## config.mk

```make
export PLATFORM = sky130hd
export DESIGN_NAME = outstanding_txn_tracker
export DESIGN_NICKNAME = d
export VERILOG_FILES = /design/src/rtl/outstanding_txn_tracker_pkg.sv /design/src/rtl/outstanding_txn_tracker_tid_scoreboard.sv /design/src/rtl/outstanding_txn_tracker.sv
export SDC_FILE = /design/constraint.sdc
export NUM_CORES = 1
export LEC_CHECK = 0
export ABC_AREA = 1
export BUFFER_PORTS_ARGS = -buffer_cell sky130_fd_sc_hd__buf_2
export CAP_MARGIN = 30
export CORE_UTILIZATION = 52
export CTS_CLUSTER_SIZE = 8
export DETAILED_ROUTE_END_ITERATION = 12
export PLACE_DENSITY = 0.8
export SYNTH_ARGS = -nofsm -noshare
export SYNTH_HDL_FRONTEND = slang
export SYNTH_HIERARCHICAL = 1
export SYNTH_SLANG_ARGS = --single-unit
```

## constraint.sdc

```tcl
create_clock -name clk_i -period 7.83 [get_ports clk_i]
set_input_delay 1.1745 -clock clk_i [delete_from_list [all_inputs] [get_ports clk_i]]
set_output_delay 1.1745 -clock clk_i [all_outputs]
set_load 0.005 [all_outputs]
```

## src/rtl/outstanding_txn_tracker_pkg.sv

```systemverilog
// Shared types and parameter defaults for the outstanding transaction tracker.
// Optional stall statistics are enabled with OUTSTANDING_TRACKER_STATS_EN.
package outstanding_txn_tracker_pkg;

    localparam int unsigned DEFAULT_NR_REQ_PORTS    = 2;
    localparam int unsigned DEFAULT_MAX_OUTSTANDING = 7;
    localparam int unsigned DEFAULT_TID_WIDTH       = 4;

    typedef enum logic {
        IDLE  = 1'b0,
        DRAIN = 1'b1
    } fence_state_e;

endpackage

```

## src/rtl/outstanding_txn_tracker_tid_scoreboard.sv

```systemverilog
// Per-ID busy bitmap with multiple set ports, one clear port and
// combinational lookups of the registered bitmap.
module tid_scoreboard
    import outstanding_txn_tracker_pkg::*;
#(
    parameter int unsigned TidWidth = DEFAULT_TID_WIDTH,
    parameter int unsigned NrSet    = DEFAULT_NR_REQ_PORTS,
    parameter int unsigned NrLookup = DEFAULT_NR_REQ_PORTS + 1
) (
    input  logic                         clk_i,
    input  logic                         rst_ni,
    input  logic [NrSet-1:0]             set_valid,
    input  logic [NrSet*TidWidth-1:0]    set_tid,
    input  logic                         clr_valid,
    input  logic [TidWidth-1:0]          clr_tid,
    input  logic [NrLookup*TidWidth-1:0] lookup_tid,
    output logic [NrLookup-1:0]          lookup_busy
);

    localparam int unsigned NrIds = 2 ** TidWidth;

    logic [NrIds-1:0] busy_q;
    logic [NrIds-1:0] busy_d;

    // A set and a clear never target the same ID in one cycle: sets need a
    // free ID, clears need a busy one.
    always_comb begin
        busy_d = busy_q;
        if (clr_valid) begin
            busy_d[clr_tid] = 1'b0;
        end
        for (int p = 0; p < NrSet; p++) begin
            if (set_valid[p]) begin
                busy_d[set_tid[p*TidWidth +: TidWidth]] = 1'b1;
            end
        end
    end

    always_ff @(posedge clk_i or negedge rst_ni) begin
        if (!rst_ni) begin
            busy_q <= '0;
        end else begin
            busy_q <= busy_d;
        end
    end

    always_comb begin
        lookup_busy = '0;
        for (int l = 0; l < NrLookup; l++) begin
            lookup_busy[l] = busy_q[lookup_tid[l*TidWidth +: TidWidth]];
        end
    end

endmodule

```

## src/rtl/outstanding_txn_tracker.sv

```systemverilog
// Tracks in-flight transaction IDs, throttles requests and drains on fence.
// Define OUTSTANDING_TRACKER_STATS_EN to build the saturating stall counter.
module outstanding_txn_tracker
    import outstanding_txn_tracker_pkg::*;
#(
    parameter int unsigned NrReqPorts     = DEFAULT_NR_REQ_PORTS,
    parameter int unsigned MaxOutstanding = DEFAULT_MAX_OUTSTANDING,
    parameter int unsigned TidWidth       = DEFAULT_TID_WIDTH
) (
    input  logic                                 clk_i,
    input  logic                                 rst_ni,
    input  logic [NrReqPorts-1:0]                req_valid_i,
    input  logic [NrReqPorts*TidWidth-1:0]       req_tid_i,
    output logic [NrReqPorts-1:0]                req_ready_o,
    input  logic                                 rsp_valid_i,
    input  logic [TidWidth-1:0]                  rsp_tid_i,
    input  logic                                 fence_i,
    output logic                                 fence_done_o,
    output logic [$clog2(MaxOutstanding+1)-1:0]  cnt_o,
    output logic                                 empty_o,
    output logic                                 err_o,
    output logic [31:0]                          stall_cnt_o
);

    localparam int unsigned CntWidth = $clog2(MaxOutstanding + 1);

    fence_state_e                      state_q;
    fence_state_e                      state_d;
    logic [CntWidth-1:0]               cnt_q;
    logic [CntWidth-1:0]               cnt_d;
    logic                              err_q;
    logic [NrReqPorts-1:0]             accept;
    logic [31:0]                       accept_cnt;
    logic [NrReqPorts:0]               lookup_busy;
    logic [(NrReqPorts+1)*TidWidth-1:0] lookup_tid;
    logic                              rsp_hit;
    logic                              rsp_miss;

    // The last lookup slot checks the completing ID.
    assign lookup_tid = {rsp_tid_i, req_tid_i};
    assign rsp_hit    = rsp_valid_i & lookup_busy[NrReqPorts];
    assign rsp_miss   = rsp_valid_i & ~lookup_busy[NrReqPorts];

    tid_scoreboard #(
        .TidWidth (TidWidth),
        .NrSet    (NrReqPorts),
        .NrLookup (NrReqPorts + 1)
    ) u_scoreboard (
        .clk_i       (clk_i),
        .rst_ni      (rst_ni),
        .set_valid   (accept),
        .set_tid     (req_tid_i),
        .clr_valid   (rsp_hit),
        .clr_tid     (rsp_tid_i),
        .lookup_tid  (lookup_tid),
        .lookup_busy (lookup_busy)
    );

    // Ready looks only at registered state and lower-numbered ports, so a
    // same-cycle response never frees a slot or an ID for a request.
    always_comb begin
        req_ready_o = '0;
        accept      = '0;
        accept_cnt  = '0;
        for (int p = 0; p < NrReqPorts; p++) begin
            logic dup;
            dup = 1'b0;
            for (int q = 0; q < NrReqPorts; q++) begin
                if (q < p && accept[q] &&
                    req_tid_i[q*TidWidth +: TidWidth] == req_tid_i[p*TidWidth +: TidWidth]) begin
                    dup = 1'b1;
                end
            end
            req_ready_o[p] = (state_q == IDLE) &&
                             ((32'(cnt_q) + accept_cnt) < MaxOutstanding) &&
                             !lookup_busy[p] && !dup;
            accept[p] = req_valid_i[p] & req_ready_o[p];
            if (accept[p]) begin
                accept_cnt = accept_cnt + 32'd1;
            end
        end
    end

    assign cnt_d = CntWidth'(32'(cnt_q) + accept_cnt - {31'd0, rsp_hit});

    always_comb begin
        state_d      = state_q;
        fence_done_o = 1'b0;
        case (state_q)
            IDLE: begin
                if (fence_i) begin
                    state_d = DRAIN;
                end
            end
            DRAIN: begin
                if (cnt_q == '0) begin
                    fence_done_o = 1'b1;
                    state_d      = IDLE;
                end
            end
            default: state_d = IDLE;
        endcase
    end

    always_ff @(posedge clk_i or negedge rst_ni) begin
        if (!rst_ni) begin
            state_q <= IDLE;
            cnt_q   <= '0;
            err_q   <= 1'b0;
        end else begin
            state_q <= state_d;
            cnt_q   <= cnt_d;
            err_q   <= err_q | rsp_miss;
        end
    end

    assign cnt_o   = cnt_q;
    assign empty_o = (cnt_q == '0);
    assign err_o   = err_q;

`ifdef OUTSTANDING_TRACKER_STATS_EN
    logic [31:0] stall_cnt_q;
    logic        stall;

    assign stall = |(req_valid_i & ~req_ready_o);

    always_ff @(posedge clk_i or negedge rst_ni) begin
        if (!rst_ni) begin
            stall_cnt_q <= '0;
        end else if (stall && stall_cnt_q != '1) begin
            stall_cnt_q <= stall_cnt_q + 32'd1;
        end
    end

    assign stall_cnt_o = stall_cnt_q;
`else
    assign stall_cnt_o = '0;
`endif

endmodule

```

# Yosys cells after proc, flatten, opt, wreduce, memory -nomap -nowiden
# Index checks and enable logic that the tools add are counted.
dict set report word_totals {
  reg_bits 21
  in_bits 18
  wordCells 64
}
dict set report op_classes {
  add_sub_neg 4
  magnitude_cmp 8
  eq_ne 1
  mux 23
  n_bitwise 11
  reduce_logical 13
}
# op n
set ops {}
lappend ops {{$mux 16} 3}
lappend ops {{$or 16x16->16} 2}
lappend ops {{$and 16x16->16} 1}
lappend ops {{$not 16->16} 1}
lappend ops {{$lt 4x5->1 const B} 3}
lappend ops {{$bmux 1 s4} 3}
lappend ops {{$demux 1 s4} 3}
lappend ops {{$ge 4x1->1 const B} 3}
lappend ops {{$mux 1} 12}
lappend ops {{$logic_and 1x1->1} 9}
lappend ops {{$add 3x1->4} 1}
lappend ops {{$and 1x1->1} 4}
lappend ops {{$eq 4x4->1} 1}
lappend ops {{$lt 4x3->1 const B} 1}
lappend ops {{$add 3x3->3} 1}
lappend ops {{$logic_not 1->1} 3}
lappend ops {{$logic_not 3->1} 1}
lappend ops {{$lt 3x3->1 const B} 1}
lappend ops {{$sub 3x1->3} 1}
lappend ops {{$add 1x1->2 const B} 1}
lappend ops {{$mux 2} 1}
lappend ops {{$not 1->1} 2}
lappend ops {{$pmux 1 s2} 1}
lappend ops {{$or 1x1->1} 1}

# Logic depth before layout (Yosys ltp)
# Gate-level depths: netlist (run 1).
dict set report logic_depth {
  ltp_word 15
  ltp_mapped 26
  depth_no_buf 25
}

# Hierarchy
# Netlist (run 1), hierarchy kept.
# mod instances cells_each area_each_um2
set by_module_without_submodules {}
lappend by_module_without_submodules {tid_scoreboard 1 227 1391.3}
lappend by_module_without_submodules {outstanding_txn_tracker 1 101 701.9}

# Worst setup path after synthesis (run 1)
# Ideal clock, no wire load.
dict set report synth_path {
  path_type {input-to-reg}
  start {input port req_tid_i[0]}
  end {register cnt_q[2] (netlist: cnt_o[2])}
  setup_time_ns 0.129
  t_arrival_ns 4.512
  required_time_ns 7.701
  path_slack_ns 3.190
  path_stages 26
  path_buffers 1
  path_cell_list {buf_6 inv_4 nand2_1 nand3_1 nand3_1 nand3_1 nand2_1 nor2_1 nand2_1 nor2_1 ha_1 ha_1 nand2_1 a21oi_1 a21oi_1 nand2_1 nor2_1 ha_1 inv_1 ha_1 inv_1 ha_1 inv_1 fa_1 xnor2_1 xor2_1}
}
dict set report synth_via {
  elab_chain_len 15
  word_cells_on_any_way 20
}
# item line
set synth_rtl {}
lappend synth_rtl {{start: declaration} outstanding_txn_tracker.sv:13} ;# input logic [NrReqPorts*TidWidth-1:0] req_tid_i,
lappend synth_rtl {{$bmux 1 s4 *} outstanding_txn_tracker_tid_scoreboard.sv:50} ;# lookup_busy[l] = busy_q[lookup_tid[l*TidWidth +: TidWidth]];
lappend synth_rtl {{$mux 1 (implied by the code) *} outstanding_txn_tracker_tid_scoreboard.sv:50}
lappend synth_rtl {{net lookup_busy[0]} outstanding_txn_tracker.sv:34} ;# logic [NrReqPorts:0] lookup_busy;
lappend synth_rtl {{$logic_not 1->1 *} outstanding_txn_tracker.sv:76} ;# !lookup_busy[p] && !dup;
lappend synth_rtl {{$logic_and 1x1->1 *} outstanding_txn_tracker.sv:75} ;# ((32'(cnt_q) + accept_cnt) < MaxOutstanding) &&
lappend synth_rtl {{$and 1x1->1 *} outstanding_txn_tracker.sv:77} ;# accept[p] = req_valid_i[p] & req_ready_o[p];
lappend synth_rtl {{net accept[0]} outstanding_txn_tracker.sv:32} ;# logic [NrReqPorts-1:0] accept;
lappend synth_rtl {{$mux 1} outstanding_txn_tracker.sv:78} ;# if (accept[p]) begin
lappend synth_rtl {{[3 not listed]} n/a}
lappend synth_rtl {{$logic_and 1x1->1} outstanding_txn_tracker.sv:75}
lappend synth_rtl {{$logic_and 1x1->1 *} outstanding_txn_tracker.sv:76}
lappend synth_rtl {{$and 1x1->1 *} outstanding_txn_tracker.sv:77}
lappend synth_rtl {{net accept[1]} outstanding_txn_tracker.sv:32}
lappend synth_rtl {{$mux 2 *} outstanding_txn_tracker.sv:78}
lappend synth_rtl {{$add 3x3->3 *} outstanding_txn_tracker.sv:84} ;# assign cnt_d = CntWidth'(32'(cnt_q) + accept_cnt - {31'd0, rsp_hit});
lappend synth_rtl {{$sub 3x1->3 *} outstanding_txn_tracker.sv:84}
lappend synth_rtl {{net cnt_d[2]} outstanding_txn_tracker.sv:30} ;# logic [CntWidth-1:0] cnt_d;
lappend synth_rtl {{end signal: assignment} outstanding_txn_tracker.sv:112} ;# cnt_q <= cnt_d;
lappend synth_rtl {{end: declaration} outstanding_txn_tracker.sv:29} ;# logic [CntWidth-1:0] cnt_q;
# The timed path passes the listed nets; every way through them passes the cells marked *. The select of a mux whose other input is x is not followed.

# Worst setup path in the final report (run 1)
# Same ends and word-level chain as after synthesis.

==> key figures, run 1 <==
Timing
  • Post-route clock period utilization: 0.6254
  • Final Skew: 2.982 ps
  • RSZ-0062 raised after global routing: no
  • Min cycle time layout: 4897 ps
  • Peak Freq: 204.2 MHz
  • Hold slack: 471.3 ps
  • Setup tns final: 0 ps
  • Fin. Hold Viols: 0
  • Slew @ Worst Pin: 690.2 ps
  • Rel. slew slack: 0.5382
  • Fin. max-slew vios: 0
  • Final setup vio count: 0

Synthesis
  • Cells after Synth: 328
  • Most common library cells after synthesis: nand2_1 (91), inv_1 (59), nand3_1 (57), buf_4 (32), dfrtp_1 (21)
  • Synth warnings: 6
  • Top cell type by total area after synthesis: dfrtp_1
  • Area contributors post-synth: dfrtp_1 (25%), nand2_1 (16%), nand3_1 (14%)
  • Top_reg_cell synth: dfrtp_1
  • Part of the Yosys area used for sequential elements: 0.2510
  • Yosys cell types: 25
  • Yosys reg bits: 21
  • Mapped cell area: 2093 sq um
  • Count leader, synth: nand2_1
  • Post-synth EDFFs: 0
  • Average instance area after synthesis: 6.382 sq um
  • Yosys top cell area share: 0.2510
  • Async set-reset flop share out of synthesis: 1.000

Place
  • GP Congestion: 1.034
  • # port buffers: 25
  • Post-Place Cell Area: 2121 sq um
  • Dpl hpwl: 4256 microns
  • Placed cell count: 397

Clock tree
  • Postcts setup bufs: 0
  • Clock Pin Slew Worst Setup and Hold Paths: 80 ps
  • Clock root cell: clkbuf_8
  • CTS Sinks: 21
  • Htree depth: 1
  • Clk_lat worst skew: 270 ps
  • PostCTS Resize Cnt: 0
  • Total CTS buffers: 3
  • Max Buffers Root-to-Sink: 2
  • CTS tree: done
  • Hold_buf cts: 0

Die
  • Initial core utilization: 0.5551
  • Num ports: 58
  • Die W: 65.45 microns
  • Rows: 22
  • Core Footprint: 3771 sq um
  • Die height: 65.45 microns
  • Die area: 4283 sq um

Drt
  • Final wirelength: 5472 microns
  • Average wire per standard cell: 13.65 microns
  • TritonRoute pass-1 iters: 5
  • Initial DRC Count: 207
  • DRC Markers: 0
  • Vias: 2157
  • Post-route ant nets: 0
  • Via density: 5.379

Min path
  • HP Class: register to register

Global routing
  • Vias in the first global route: 1898
  • First-pass GRT wire length: 8769 microns
  • GRT Total Usage: 0.2758
  • Initial antenna violation count: 0
  • Grt total ovfl: 0
  • Pin count of the biggest net entering global routing: 22

Finish
  • Core Util, Final: 0.5747
  • Finished Layout Cells: 401
  • Area grow syn2layout: 3.527%
  • ANT cells: 0
  • # nets final: 379
  • Share of post-route cells with drive strength above 1: 0.1048
  • Fin area: 2167 sq um

Worst setup path
  • Reg2reg setup slack: 3560 ps
  • Critical Path Sink Type: register
  • Type of origin of the critical path: input pin
  • Kind of critical path: input pin to register
  • Worst path required time: 7990 ps
  • CP Data Arrival Time: 5050 ps
  • CP Max Fanout: 15

Job
  • Max-cap violation count: 0

Power and ir drop
  • Pleak: 0.001261 uW
  • Combinational Power Share: 0.499
  • Switch Pwr: 251.1 uW
  • Sequential Power Share: 0.366
  • Pwr/cell area: 251.9 nW/um^2
  • Peak supply drop: 0.0001863 V
  • Clock power share: 0.135
  • P_int: 294.8 uW
  • Net Sw Frac: 0.4600

Run status
  • Status: completed
[layer usage]
metal,global-route usage,up-vias,share of wire
li1,-,1031,-
met1,0.3691,992,0.43
met2,0.4407,123,0.46
met3,0.05729,11,0.097
met4,0.09239,0,0.017
met5,0,-,0
[cell usage in the layout, fill, tap and decap left out, drive strengths merged, types with 2 or more instances in the layout]
master / n
buf: 25
conb: 32
ha: 6
nor2: 11
o221ai: 10
inv: 64
a21oi: 2
nand2: 91
dfrtp: 21
clkbuf: 3
nand3: 58
o211ai: 6
o21ai: 16
[state kept, by name (all words and copies together) (netlist names)]
register / cells
cnt_o: 3
err_o: 1
state_q: 1
u_scoreboard/busy_q: 16
[worst paths after layout]
| check | from | end | cells after the start |
|---|---|---|---|
| setup / recovery | req_tid_i[0] | cnt_o[2]$_DFF_PN0_ | 25 |
| hold / removal | err_o$_DFF_PN0_ | err_o$_DFF_PN0_ | 1 |
| setup reg to reg | u_scoreboard/busy_q[9]$_DFF_PN0_ | cnt_o[2]$_DFF_PN0_ | 25 |
| hold reg to reg | err_o$_DFF_PN0_ | err_o$_DFF_PN0_ | 1 |
| max in group asynchronous | rst_ni | u_scoreboard/busy_q[9]$_DFF_PN0_ | 1 |
| min in group asynchronous | rst_ni | state_q$_DFF_PN0_ | 1 |
[kinds of logic after synthesis]
group                      Yosys count  synth area share
AOI/OAI and AO/OA                   35            0.1100
xor gates and xnor gates             2          0.008370
adders and majority gates            7           0.04543
buffers and inverters               99            0.2493
DFF                                 21            0.2510
other                                1          0.001791
and+or+nand+nor                    163            0.3341
[power groups by stage]
stage                     logic [uW]  clock network (uW)  registers [uW]
after floorplan                  199                   0             188
after global placement           260                   0             198
after detailed placement         266                   0             199
after CTS                        268                75.3             197
after global routing             313                81.3             205
final                            272                73.9             200
[worst max-delay path, cell delays in order]
cell     delay, ps
buf_2          250
nand2_1        110
nand3_1         90
nand3_1         70
nand3_1         70
nand2_1         50
nor2_1          80
nand2_1         70
nor2_1         530
ha_1           290
ha_1           230
nand2_1         70
a21oi_1         40
a21oi_1        120
nand2_1         80
nor2_1         260
ha_1           290
inv_1           60
ha_1           220
inv_1           60
ha_1           130
inv_1           50
fa_1           370
xnor2_1        140
xor2_1         140
[area by class of cell]
cell class / instances / area (sq um)
clock inverter: 1 / 5.005
timing repair buffer: 25 / 125.1
tap: 48 / 60.06
inverter: 64 / 247.7
clock buffer: 3 / 41.29
sequential: 21 / 525.5
fill: 381 / 1604
multi-input combinational: 239 / 1162
[through the flow]
step	setup slack [ps]	power [uW]
finish	2933	546.0
global route	2450	599.5
CTS	2973	539.8
detailed placement	2689	465.8
global placement	2806	458.4
floorplan	3190	386.1
No activity file was read; power rests on OpenSTA's default activity.
==> run 2: changes to the inputs <==
Clock period 7.83 ns to 4.9 ns, I/O delays scaled along.
==> run 2 against run 1 <==
  * Worst hold slack got worse by 50 ps
  * Sequential share of layout area shrank 0.11 points
  * Utilization increased by 0.27 points
  * Count of clock-buffer cells in the layout stayed put
  * Clock skew fell by 1.4 ps
  * Critical path type unchanged
  * Sequential cell count did not move
  * First-iteration DRC count rose by 39%
  * Clock power is 61% higher
  * Via count is 1.3% higher
  * Global-route usage down 1.5 points
  * Setup slack got worse by 2100 ps
==> key figures, run 2 (synthesized netlist as in run 1, its figures left out) <==
Finish
  • Most common cell after layout, fill and taps aside: nand2_1
  • ANT cells: 0 (unchanged)
  • Finished Layout Cells: 402 (+0.25%)
  • Reg with most FFs: u_scoreboard/busy_q
  • Most frequent cells in the layout: nand2_1 (91), inv_1 (59), nand3_1 (57), conb_1 (32), buf_2 (25)
  • Max FFs per register: 16 (unchanged)
  • # nets final: 380 (+0.26%)
  • Share of post-route cells with drive strength above 1: 0.1073 (+0.002529)
  • Core Util, Final: 0.5773 (+0.002654)
  • Area grow syn2layout: 4.005%

Timing
  • RSZ-0062 raised after global routing: no
  • Final setup vio count: 0 (unchanged)
  • Peak Freq: 247.4 MHz
  • Min cycle time layout: 4042 ps
  • Fin. max-slew vios: 0 (unchanged)
  • Setup tns final: 0 ps (unchanged)
  • Hold slack: 421.3 ps (-50.01 ps)
  • Post-route clock period utilization: 0.8249
  • Fin. Hold Viols: 0 (unchanged)
  • Final Skew: 1.540 ps (-1.443 ps)

Place
  • Placed cell count: 398 (+0.25%)
  • Dpl hpwl: 4007 microns (-5.8%)
  • GP Congestion: 0.8894 (-14%)
  • # port buffers: 25 (unchanged)

Power and ir drop
  • Switch Pwr: 401.7 uW (+60%)
  • P_int: 473.0 uW (+60%)
  • Sequential Power Share: 0.360 (-0.006)
  • Combinational Power Share: 0.504 (+0.005)
  • Pleak: 0.001263 uW (+0.13%)
  • Peak supply drop: 0.0002338 V (+26%)
  • Net Sw Frac: 0.4592 (-0.0007647)
  • Clock power share: 0.137 (+0.002)
  • Pwr/cell area: 401.8 nW/um^2 (+59%)

Die
  • Initial core utilization: 0.5551 (unchanged)
  • Die area: 4283 sq um (unchanged)
  • Rows: 22 (unchanged)
  • Num ports: 58 (unchanged)
  • Die height: 65.45 microns (unchanged)
  • Core Footprint: 3771 sq um (unchanged)
  • Die W: 65.45 microns (unchanged)

Drt
  • Vias: 2186 (+1.3%)
  • Final wirelength: 5284 microns (-3.4%)
  • Average wire per standard cell: 13.14 microns (-3.7%)
  • Post-route ant nets: 0 (unchanged)
  • Via density: 5.438 (+1.1%)
  • DRC Markers: 0 (unchanged)
  • Initial DRC Count: 288 (+39%)
  • TritonRoute pass-1 iters: 5 (unchanged)

Min path
  • HP Class: input pin to async pin

Global routing
  • Grt total ovfl: 0 (unchanged)
  • Pin count of the biggest net entering global routing: 22 (unchanged)
  • First-pass GRT wire length: 8507 microns (-3.0%)
  • Vias in the first global route: 1844 (-2.8%)
  • GRT Total Usage: 0.2612 (-0.01455)
  • Initial antenna violation count: 0 (unchanged)

Worst setup path
  • Kind of critical path: input pin to register
  • CP Max Fanout: 15 (unchanged)
  • Crit path max-delay family: adder cells
  • Most used cell, CP: ha_1
  • WP buf/inv: 5 (+1)
  • Critical Path Stages: 25 (unchanged)
  • Critical Path Sink Type: register
  • Cells on worst reg2reg path: 25 (unchanged)
  • Max incr delay on CP: 370 ps (-160 ps)
  • Slowest cell on crit path: fa_1
  • Type of origin of the critical path: input pin
  • Worst path required time: 5080 ps (-2910 ps)
  • CP Data Arrival Time: 4230 ps (-820 ps)

Clock tree
  • Total CTS buffers: 3 (unchanged)
  • CTS tree: done
  • CTS Sinks: 21 (unchanged)
  • Max Buffers Root-to-Sink: 2 (unchanged)
  • Clock Pin Slew Worst Setup and Hold Paths: 80 ps (about the same)
  • Clock root cell: clkbuf_8
  • Htree depth: 1 (unchanged)
  • Postcts setup bufs: 0 (unchanged)
  • Hold_buf cts: 0 (unchanged)
  • Clk_lat worst skew: 260 ps (about the same)
  • PostCTS Resize Cnt: 0 (unchanged)

Job
  • Max-cap violation count: 0 (unchanged)

Run status
  • Status: completed
-- run 2: worst paths after layout --
path / start / to / slack [ps]
worst max-delay path: req_tid_i[0] / cnt_o[2]$_DFF_PN0_ / 860
worst min-delay path: rst_ni / state_q$_DFF_PN0_ / 420
worst max register to register: u_scoreboard/busy_q[13]$_DFF_PN0_ / cnt_o[2]$_DFF_PN0_ / 1110
worst min register to register: err_o$_DFF_PN0_ / err_o$_DFF_PN0_ / 480
max in group asynchronous: rst_ni / cnt_o[2]$_DFF_PN0_ / 4150
min in group clk_i: err_o$_DFF_PN0_ / err_o$_DFF_PN0_ / 480
-- run 2: area by class of cell --
class	count	area, sq um
sequential	21	525.5
inverter	64	247.7
clock buffer	3	41.29
tap	48	60.06
clock inverter	1	7.507
timing repair buffer	26	132.6
multi-input combinational	239	1162
fill	367	1594
-- run 2: stage by stage --
stage	worst slack, ps	total power (uW)	instance area (sq um)
6_report	857.8	874.7	2177
5_1_grt	444.0	945.9	2177
4_1_cts	871.8	863.5	2177
3_5_place_dp	625.7	741.9	2128
3_3_place_gp	757.6	730.1	2128
2_1_floorplan	699.3	616.9	2210
-- run 2: power groups by stage --
stage / Sequential [uW] / Combinational, uW / Clock (uW)
final: 314 / 441 / 119
after global routing: 324 / 494 / 128
after CTS: 311 / 430 / 122
after detailed placement: 316 / 426 / 0
after global placement: 313 / 417 / 0
after floorplan: 300 / 317 / 0
-- run 2: layer usage --
| layer | global-route usage | part of all wire | vias to the layer above |
|---|---|---|---|
| met5 | 0 | 0 | - |
| met4 | 0.1060 | 0.027 | 0 |
| met3 | 0.04514 | 0.10 | 19 |
| met2 | 0.4008 | 0.45 | 167 |
| met1 | 0.3612 | 0.42 | 964 |
| li1 | - | - | 1036 |
-- run 2: worst register-to-register path, cell delays in order (launching register included) --
cell and delay [ps]:
dfrtp_1 400, inv_1 140, nand2_1 70, nand3_1 80
nand3_1 90, nand3_1 90, nand2_1 50, nor2_1 80
nand2_1 70, nor2_1 130, ha_1 190, ha_1 230
nand2_1 70, a21oi_1 40, a21oi_1 120, nand2_1 80
nor2_1 260, ha_1 290, inv_1 50, ha_1 210
inv_1 60, ha_1 120, inv_1 50, fa_1 370
xnor2_1 180, xor2_1 190
